## config.mk

```make
export PLATFORM = sky130hd
export DESIGN_NAME = cpu_program_host_flat
export DESIGN_NICKNAME = d
export VERILOG_FILES = /design/src/rtl/cpu_program_host_if.sv /design/src/rtl/cpu_program_host.sv /design/src/flat_wrapper.sv
export SDC_FILE = /design/constraint.sdc
export NUM_CORES = 1
export LEC_CHECK = 0
export CAP_MARGIN = 20
export CELL_PAD_IN_SITES_DETAIL_PLACEMENT = 1
export CELL_PAD_IN_SITES_GLOBAL_PLACEMENT = 2
export CORE_MARGIN = 5
export CORE_UTILIZATION = 30
export CTS_CLUSTER_SIZE = 12
export DETAILED_ROUTE_END_ITERATION = 10
export GPL_TIMING_DRIVEN = 0
export PLACE_DENSITY_LB_ADDON = 0.1
export SYNTH_ARGS = -nofsm -noshare
export SYNTH_HDL_FRONTEND = slang
export SYNTH_SLANG_ARGS = --single-unit
```

## constraint.sdc

```tcl
create_clock -name clk -period 3.13 [get_ports clk]
set_input_delay 0.626 -clock clk [delete_from_list [all_inputs] [get_ports clk]]
set_output_delay 0.626 -clock clk [all_outputs]
set_load 0.03 [all_outputs]
```

## src/rtl/cpu_program_host_if.sv

```systemverilog
// Host <-> CPU bundle: program load, run control, CPU fetch/retire, result stream.
// Modports: slave = host block, master = harness / driver side.
interface cpu_program_host_if #(
    parameter int PC_W = 6
);
    logic            prog_we;
    logic [PC_W-1:0] prog_addr;
    logic [7:0]      prog_data;
    logic            start;
    logic            abort;
    logic            cpu_rst_n;
    logic [7:0]      ins_byte;
    logic [PC_W-1:0] cpu_pc;
    logic            cpu_invalid;
    logic            cpu_send;
    logic [7:0]      cpu_acc;
    logic            res_valid;
    logic [7:0]      res_data;
    logic            res_ready;
    logic            busy;
    logic            done;
    logic [7:0]      retired_cnt;
    logic [7:0]      invalid_cnt;
    logic            overflow;

    modport slave (
        input  prog_we, prog_addr, prog_data, start, abort,
        input  cpu_pc, cpu_invalid, cpu_send, cpu_acc, res_ready,
        output cpu_rst_n, ins_byte, res_valid, res_data,
        output busy, done, retired_cnt, invalid_cnt, overflow
    );

    modport master (
        output prog_we, prog_addr, prog_data, start, abort,
        output cpu_pc, cpu_invalid, cpu_send, cpu_acc, res_ready,
        input  cpu_rst_n, ins_byte, res_valid, res_data,
        input  busy, done, retired_cnt, invalid_cnt, overflow
    );
endinterface

```

## src/rtl/cpu_program_host.sv

```systemverilog
// Host side of the 8-bit CPU: program image, fetch byte server, retire monitor,
// result FIFO. Ports: clk, rst_n (async low), bus (cpu_program_host_if.slave).
module cpu_program_host #(
    parameter int PC_W   = 6,
    parameter int END_PC = 63,
    parameter int FIFO_D = 4
) (
    input logic              clk,
    input logic              rst_n,
    cpu_program_host_if.slave bus
);
    localparam int AW = $clog2(FIFO_D);
    localparam int CW = AW + 1;
    localparam logic [CW-1:0] DEPTH = CW'(FIFO_D);

    typedef enum logic [1:0] {
        S_IDLE,
        S_RUN,
        S_DONE
    } state_t;

    state_t        r_state;
    logic [7:0]    r_mem [2**PC_W];
    logic [7:0]    r_fifo [FIFO_D];
    logic [AW-1:0] r_wp;
    logic [AW-1:0] r_rp;
    logic [CW-1:0] r_cnt;
    logic [7:0]    r_ins;
    logic          r_crst_n;
    logic          r_busy;
    logic          r_done;
    logic [7:0]    r_ret;
    logic [7:0]    r_inv;
    logic          r_ovf;

    logic w_run;
    logic w_launch;
    logic w_hold;
    logic w_retire;
    logic w_push;
    logic w_pop;
    logic w_full;
    logic w_accept;
    logic w_end;

    assign w_run    = (r_state == S_RUN);
    // abort has priority over start
    assign w_launch = bus.start & ~w_run & ~bus.abort;
    assign w_hold   = ~bus.abort & ~w_launch;
    assign w_retire = w_run & bus.cpu_send;
    assign w_push   = w_retire & ~bus.cpu_invalid;
    assign w_pop    = (r_cnt != '0) & bus.res_ready;
    assign w_full   = (r_cnt == DEPTH);
    // a pop in the same cycle frees the slot a full FIFO needs
    assign w_accept = w_hold & w_push & (~w_full | w_pop);
    assign w_end    = w_retire & (bus.cpu_pc == PC_W'(END_PC));

    // Program image and FIFO storage carry no reset
    always_ff @(posedge clk) begin
        if (bus.prog_we && !w_run)
            r_mem[bus.prog_addr] <= bus.prog_data;
        if (w_accept)
            r_fifo[r_wp] <= bus.cpu_acc;
    end

    always_ff @(posedge clk or negedge rst_n) begin
        if (!rst_n) begin
            r_state  <= S_IDLE;
            r_ins    <= 8'h00;
            r_crst_n <= 1'b0;
            r_busy   <= 1'b0;
            r_done   <= 1'b0;
            r_wp     <= '0;
            r_rp     <= '0;
            r_cnt    <= '0;
            r_ret    <= 8'h00;
            r_inv    <= 8'h00;
            r_ovf    <= 1'b0;
        end else begin
            r_ins <= w_run ? r_mem[bus.cpu_pc] : 8'h00;
            if (!w_hold) begin
                r_state  <= bus.abort ? S_IDLE : S_RUN;
                r_crst_n <= ~bus.abort;
                r_busy   <= ~bus.abort;
                r_done   <= 1'b0;
                r_wp     <= '0;
                r_rp     <= '0;
                r_cnt    <= '0;
                r_ret    <= 8'h00;
                r_inv    <= 8'h00;
                r_ovf    <= 1'b0;
            end else begin
                if (w_pop)
                    r_rp <= r_rp + AW'(1);
                if (w_accept)
                    r_wp <= r_wp + AW'(1);
                unique case ({w_accept, w_pop})
                    2'b10:   r_cnt <= r_cnt + CW'(1);
                    2'b01:   r_cnt <= r_cnt - CW'(1);
                    default: r_cnt <= r_cnt;
                endcase
                if (w_push && !w_accept)
                    r_ovf <= 1'b1;
                if (w_push && r_ret != 8'hFF)
                    r_ret <= r_ret + 8'd1;
                if (w_retire && bus.cpu_invalid && r_inv != 8'hFF)
                    r_inv <= r_inv + 8'd1;
                if (w_end) begin
                    r_state  <= S_DONE;
                    r_crst_n <= 1'b0;
                    r_busy   <= 1'b0;
                    r_done   <= 1'b1;
                end
            end
        end
    end

    assign bus.cpu_rst_n   = r_crst_n;
    assign bus.ins_byte    = r_ins;
    assign bus.res_valid   = (r_cnt != '0);
    assign bus.res_data    = (r_cnt != '0) ? r_fifo[r_rp] : 8'h00;
    assign bus.busy        = r_busy;
    assign bus.done        = r_done;
    assign bus.retired_cnt = r_ret;
    assign bus.invalid_cnt = r_inv;
    assign bus.overflow    = r_ovf;
endmodule

```

## src/flat_wrapper.sv

```systemverilog
// flat-port wrapper written by rule: the top's interface ports become plain ports
module cpu_program_host_flat 
#(
    parameter int PC_W   = 6,
    parameter int END_PC = 63,
    parameter int FIFO_D = 4
)
  (clk, rst_n, bus_prog_we, bus_prog_addr, bus_prog_data, bus_start, bus_abort, bus_cpu_pc, bus_cpu_invalid, bus_cpu_send, bus_cpu_acc, bus_res_ready, bus_cpu_rst_n, bus_ins_byte, bus_res_valid, bus_res_data, bus_busy, bus_done, bus_retired_cnt, bus_invalid_cnt, bus_overflow);
  cpu_program_host_if #(.PC_W(PC_W)) bus_i ();
  input logic clk;
  input logic rst_n;
  input wire logic [$bits(bus_i.prog_we)-1:0] bus_prog_we;
  input wire logic [$bits(bus_i.prog_addr)-1:0] bus_prog_addr;
  input wire logic [$bits(bus_i.prog_data)-1:0] bus_prog_data;
  input wire logic [$bits(bus_i.start)-1:0] bus_start;
  input wire logic [$bits(bus_i.abort)-1:0] bus_abort;
  input wire logic [$bits(bus_i.cpu_pc)-1:0] bus_cpu_pc;
  input wire logic [$bits(bus_i.cpu_invalid)-1:0] bus_cpu_invalid;
  input wire logic [$bits(bus_i.cpu_send)-1:0] bus_cpu_send;
  input wire logic [$bits(bus_i.cpu_acc)-1:0] bus_cpu_acc;
  input wire logic [$bits(bus_i.res_ready)-1:0] bus_res_ready;
  output wire logic [$bits(bus_i.cpu_rst_n)-1:0] bus_cpu_rst_n;
  output wire logic [$bits(bus_i.ins_byte)-1:0] bus_ins_byte;
  output wire logic [$bits(bus_i.res_valid)-1:0] bus_res_valid;
  output wire logic [$bits(bus_i.res_data)-1:0] bus_res_data;
  output wire logic [$bits(bus_i.busy)-1:0] bus_busy;
  output wire logic [$bits(bus_i.done)-1:0] bus_done;
  output wire logic [$bits(bus_i.retired_cnt)-1:0] bus_retired_cnt;
  output wire logic [$bits(bus_i.invalid_cnt)-1:0] bus_invalid_cnt;
  output wire logic [$bits(bus_i.overflow)-1:0] bus_overflow;
  assign bus_i.prog_we = bus_prog_we;
  assign bus_i.prog_addr = bus_prog_addr;
  assign bus_i.prog_data = bus_prog_data;
  assign bus_i.start = bus_start;
  assign bus_i.abort = bus_abort;
  assign bus_i.cpu_pc = bus_cpu_pc;
  assign bus_i.cpu_invalid = bus_cpu_invalid;
  assign bus_i.cpu_send = bus_cpu_send;
  assign bus_i.cpu_acc = bus_cpu_acc;
  assign bus_i.res_ready = bus_res_ready;
  assign bus_cpu_rst_n = bus_i.cpu_rst_n;
  assign bus_ins_byte = bus_i.ins_byte;
  assign bus_res_valid = bus_i.res_valid;
  assign bus_res_data = bus_i.res_data;
  assign bus_busy = bus_i.busy;
  assign bus_done = bus_i.done;
  assign bus_retired_cnt = bus_i.retired_cnt;
  assign bus_invalid_cnt = bus_i.invalid_cnt;
  assign bus_overflow = bus_i.overflow;
  cpu_program_host #(.PC_W(PC_W), .END_PC(END_PC), .FIFO_D(FIFO_D)) u_core (.clk(clk), .rst_n(rst_n), .bus(bus_i));
endmodule
```

==> flow_summary.json <==
{
  "status": "complete, no violations",
  "grt_max_degree": 49,
  "drive_gt1_frac": 0.246,
  "synth.cells.most_frequent": "edfxtp_1 (544), mux4_2 (107), nor2_1 (97)",
  "power_density_nw_per_um2": 640,
  "fin_skew_ns": 0.0171,
  "die_area_um2": 81800,
  "firstDrtPassIters": 4,
  "wl_per_cell_um": 28.8,
  "crit_fanout": 9,
  "clock.fmax_mhz": 320,
  "synth_nets": 1196,
  "synth_area_leaders": "edfxtp_1 (72%), mux4_2 (11%), dfrtp_1 (3.7%), mux4_1 (1.7%), nor2_1 (1.6%)",
  "cp_data_arrival_time_ns": 3.36,
  "rr_worst_depth": 6,
  "synthDominantCellAreaShare": 0.715,
  "cts_tree": "built",
  "clock_sinks": 578,
  "grt_antenna_before_repair": 2,
  "diodes": 0,
  "drv_cap": 0,
  "ys_seq_elements": 578,
  "synthesis.instances": 1153,
  "cts_buffer_depth": 3,
  "grt_pass1_wl_um": 95100,
  "via_per_inst": 5.02,
  "finalCoreUtilization": 0.361,
  "grt_overflow": 0,
  "io_pins": 73,
  "postSynthAreaPerCell_um2": 19.8,
  "cp-end-kind": "register",
  "first_iter_violations": 850,
  "cts.clk_slew.worst_paths_ns": 0.06,
  "hold_class": "input pin to register",
  "cp_data_required_time_ns": 3.36,
  "h-tree-depth": 3,
  "hpwl_um": 45300,
  "hold_depth": 1,
  "core_um2": 75700,
  "io_buffer_count": 65,
  "die_w_um": 286,
  "area.growth.synth_to_final_pct": 19.6,
  "path_class": "register to register",
  "via_count": 11700,
  "drc": 0,
  "start_util": 0.302,
  "clockRootBuffer": "clkbuf_16",
  "p_leak_nw": 8.74,
  "synthDistinctLibCells": 58,
  "async_reset_ff_frac": 0.0588,
  "slew_headroom": 0.303,
  "grt.total_usage": 0.163,
  "ir_drop_v": 0.000410,
  "setup_viol_count_final": 0,
  "yosys_warnings": 0,
  "critPathLaunchType": "register",
  "synth-edff-count": 544,
  "num_rows": 101,
  "synth_ff_type": "edfxtp_1",
  "period_share": 0.999,
  "fp.dieH_um": 286,
  "n_fill_cell": 7389,
  "synth_area_um2": 22800,
  "wl_um": 67300,
  "period_needed_ns": 3.13,
  "synth_top_area_cell": "edfxtp_1",
  "hold_violations": 0,
  "worst_pin_slew_ns": 1.04,
  "final_nets": 1341,
  "hold_slack_ns": 0.480,
  "place.gp.congestion": 0.768,
  "rsz0062_at_grt": "true",
  "ant_nets": 0,
  "numCtsBuffers": 69,
  "clock_latency_ns": 0.60,
  "drv_slew": 0,
  "grt_pass1_vias": 12500,
  "ys_seq_area_frac": 0.752,
  "yosysMostFrequentCell": "edfxtp_1"
}
-- worst max-delay path: stages, from the launching register on --
cell and delay, ns:
dfrtp_1 0.45, nand2b_1 0.13, clkbuf_1 0.42, nand2_1 0.10, nor2_1 0.27, nand2_1 0.63
nor2_2 0.74
-- path summary, 6_finish.rpt --
check / from / end / slack, ns
setup / recovery: u_core.r_state[1] / u_core.r_mem[4][5] / 0.002
hold / removal: bus_prog_data[6] / u_core.r_mem[18][6] / 0.48
setup reg to reg: u_core.r_state[1] / u_core.r_mem[4][5] / 0.002
hold reg to reg: u_core.bus.overflow / u_core.bus.overflow / 0.54
max in group asynchronous: rst_n / u_core.bus.ins_byte[1] / 2.05
min in group asynchronous: rst_n / u_core.bus.retired_cnt[5] / 0.56
-- layout make-up --
class                           instances  area [um2]  share of cell area
Buffer                                 59         365              0.0134
Clock buffer                           83        1840              0.0675
Clock inverter                         45         407              0.0149
Inverter                                7        26.3            0.000962
Multi-Input combinational cell        508        5460               0.200
Sequential cell                       578       17200               0.629
Tap cell                              978        1220              0.0448
Timing Repair Buffer                   75         808              0.0296
-- flip-flops by register name, summed over array words and instances, names as in the netlist --
| signal | flops |
|---|---|
| u_core.r_cnt | 3 |
| u_core.bus.ins_byte | 8 |
| u_core.bus.retired_cnt | 8 |
| u_core.bus.invalid_cnt | 8 |
| u_core.r_fifo | 32 |
| u_core.r_mem | 512 |
| u_core.bus.overflow | 1 |
| u_core.r_wp | 2 |
| u_core.r_rp | 2 |
| u_core.r_state | 2 |
-- kinds of logic (layout without fill, tap and decap cells) --
family | after synthesis | in the layout | synth area share
and+or+nand+nor | 219 | 219 | 0.0445
AOI/OAI and AO/OA | 98 | 98 | 0.0316
muxes | 169 | 169 | 0.144
buffers and inverters | 67 | 269 | 0.0172
xor gates and xnor gates | 15 | 15 | 0.00575
DFF | 578 | 578 | 0.752
adders and majority gates | 7 | 7 | 0.00416
-- routing by layer --
layer / routed length (um) / track usage / vias up
met5: 0 / 0 / -
met4: 1240 / 0.0345 / 0
met3: 2380 / 0.0304 / 87
met2: 31900 / 0.264 / 235
met1: 31700 / 0.232 / 6377
li1: - / - / 5024
-- layout by cell type, fill, tap and decap left out, types with 8 or more instances in the layout --
cell type / netlist / layout
buf_12: 2 / 11
a221oi_1: 9 / 9
clkinv_2: 0 / 9
and2_1: 14 / 14
clkinv_1: 0 / 21
mux4_2: 107 / 107
clkbuf_1: 19 / 29
clkbuf_16: 0 / 72
a22oi_1: 23 / 23
xor2_1: 8 / 8
a21oi_1: 21 / 21
nand3_1: 21 / 19
nor2_1: 97 / 52
mux4_1: 15 / 15
dfrtp_1: 34 / 34
mux2_2: 19 / 19
a31oi_1: 8 / 8
nand2_1: 41 / 41
nor2_2: 0 / 29
mux2i_1: 28 / 28
edfxtp_1: 544 / 544
buf_2: 24 / 32
clkdlybuf4s50_1: 0 / 48
nor2_4: 0 / 16
or3_1: 8 / 8
-- what timing repair did --
action	in CTS	in global routing
hold buffers	1	0
cloned	0	0
endpoints found under the setup margin	284	320
hold endpoints to repair	17	0
gates resized for setup	36	36
setup buffers	0	0
-- per-stage QoR --
step	instance area (um2)	power [mW]	setup WS [ns]	setup TNS, ns	instances
floorplan	22800	9.12	0.846	0	1153
global placement	24700	9.63	-0.592	-274.78	2196
detailed placement	24900	9.64	-0.612	-82.86	2205
CTS	27200	17.7	-0.340	-19.92	2333
global route	27300	18.1	-0.142	-15.51	2333
finish	27300	17.5	0.00172	0	2333
-- where the power goes --
group	total (mW)	internal, mW	switching (mW)
Combinational	0.962	0.326	0.637
Clock	8.02	4.78	3.23
Sequential	8.50	8.49	0.0113
(Power assumes the default switching activity.)
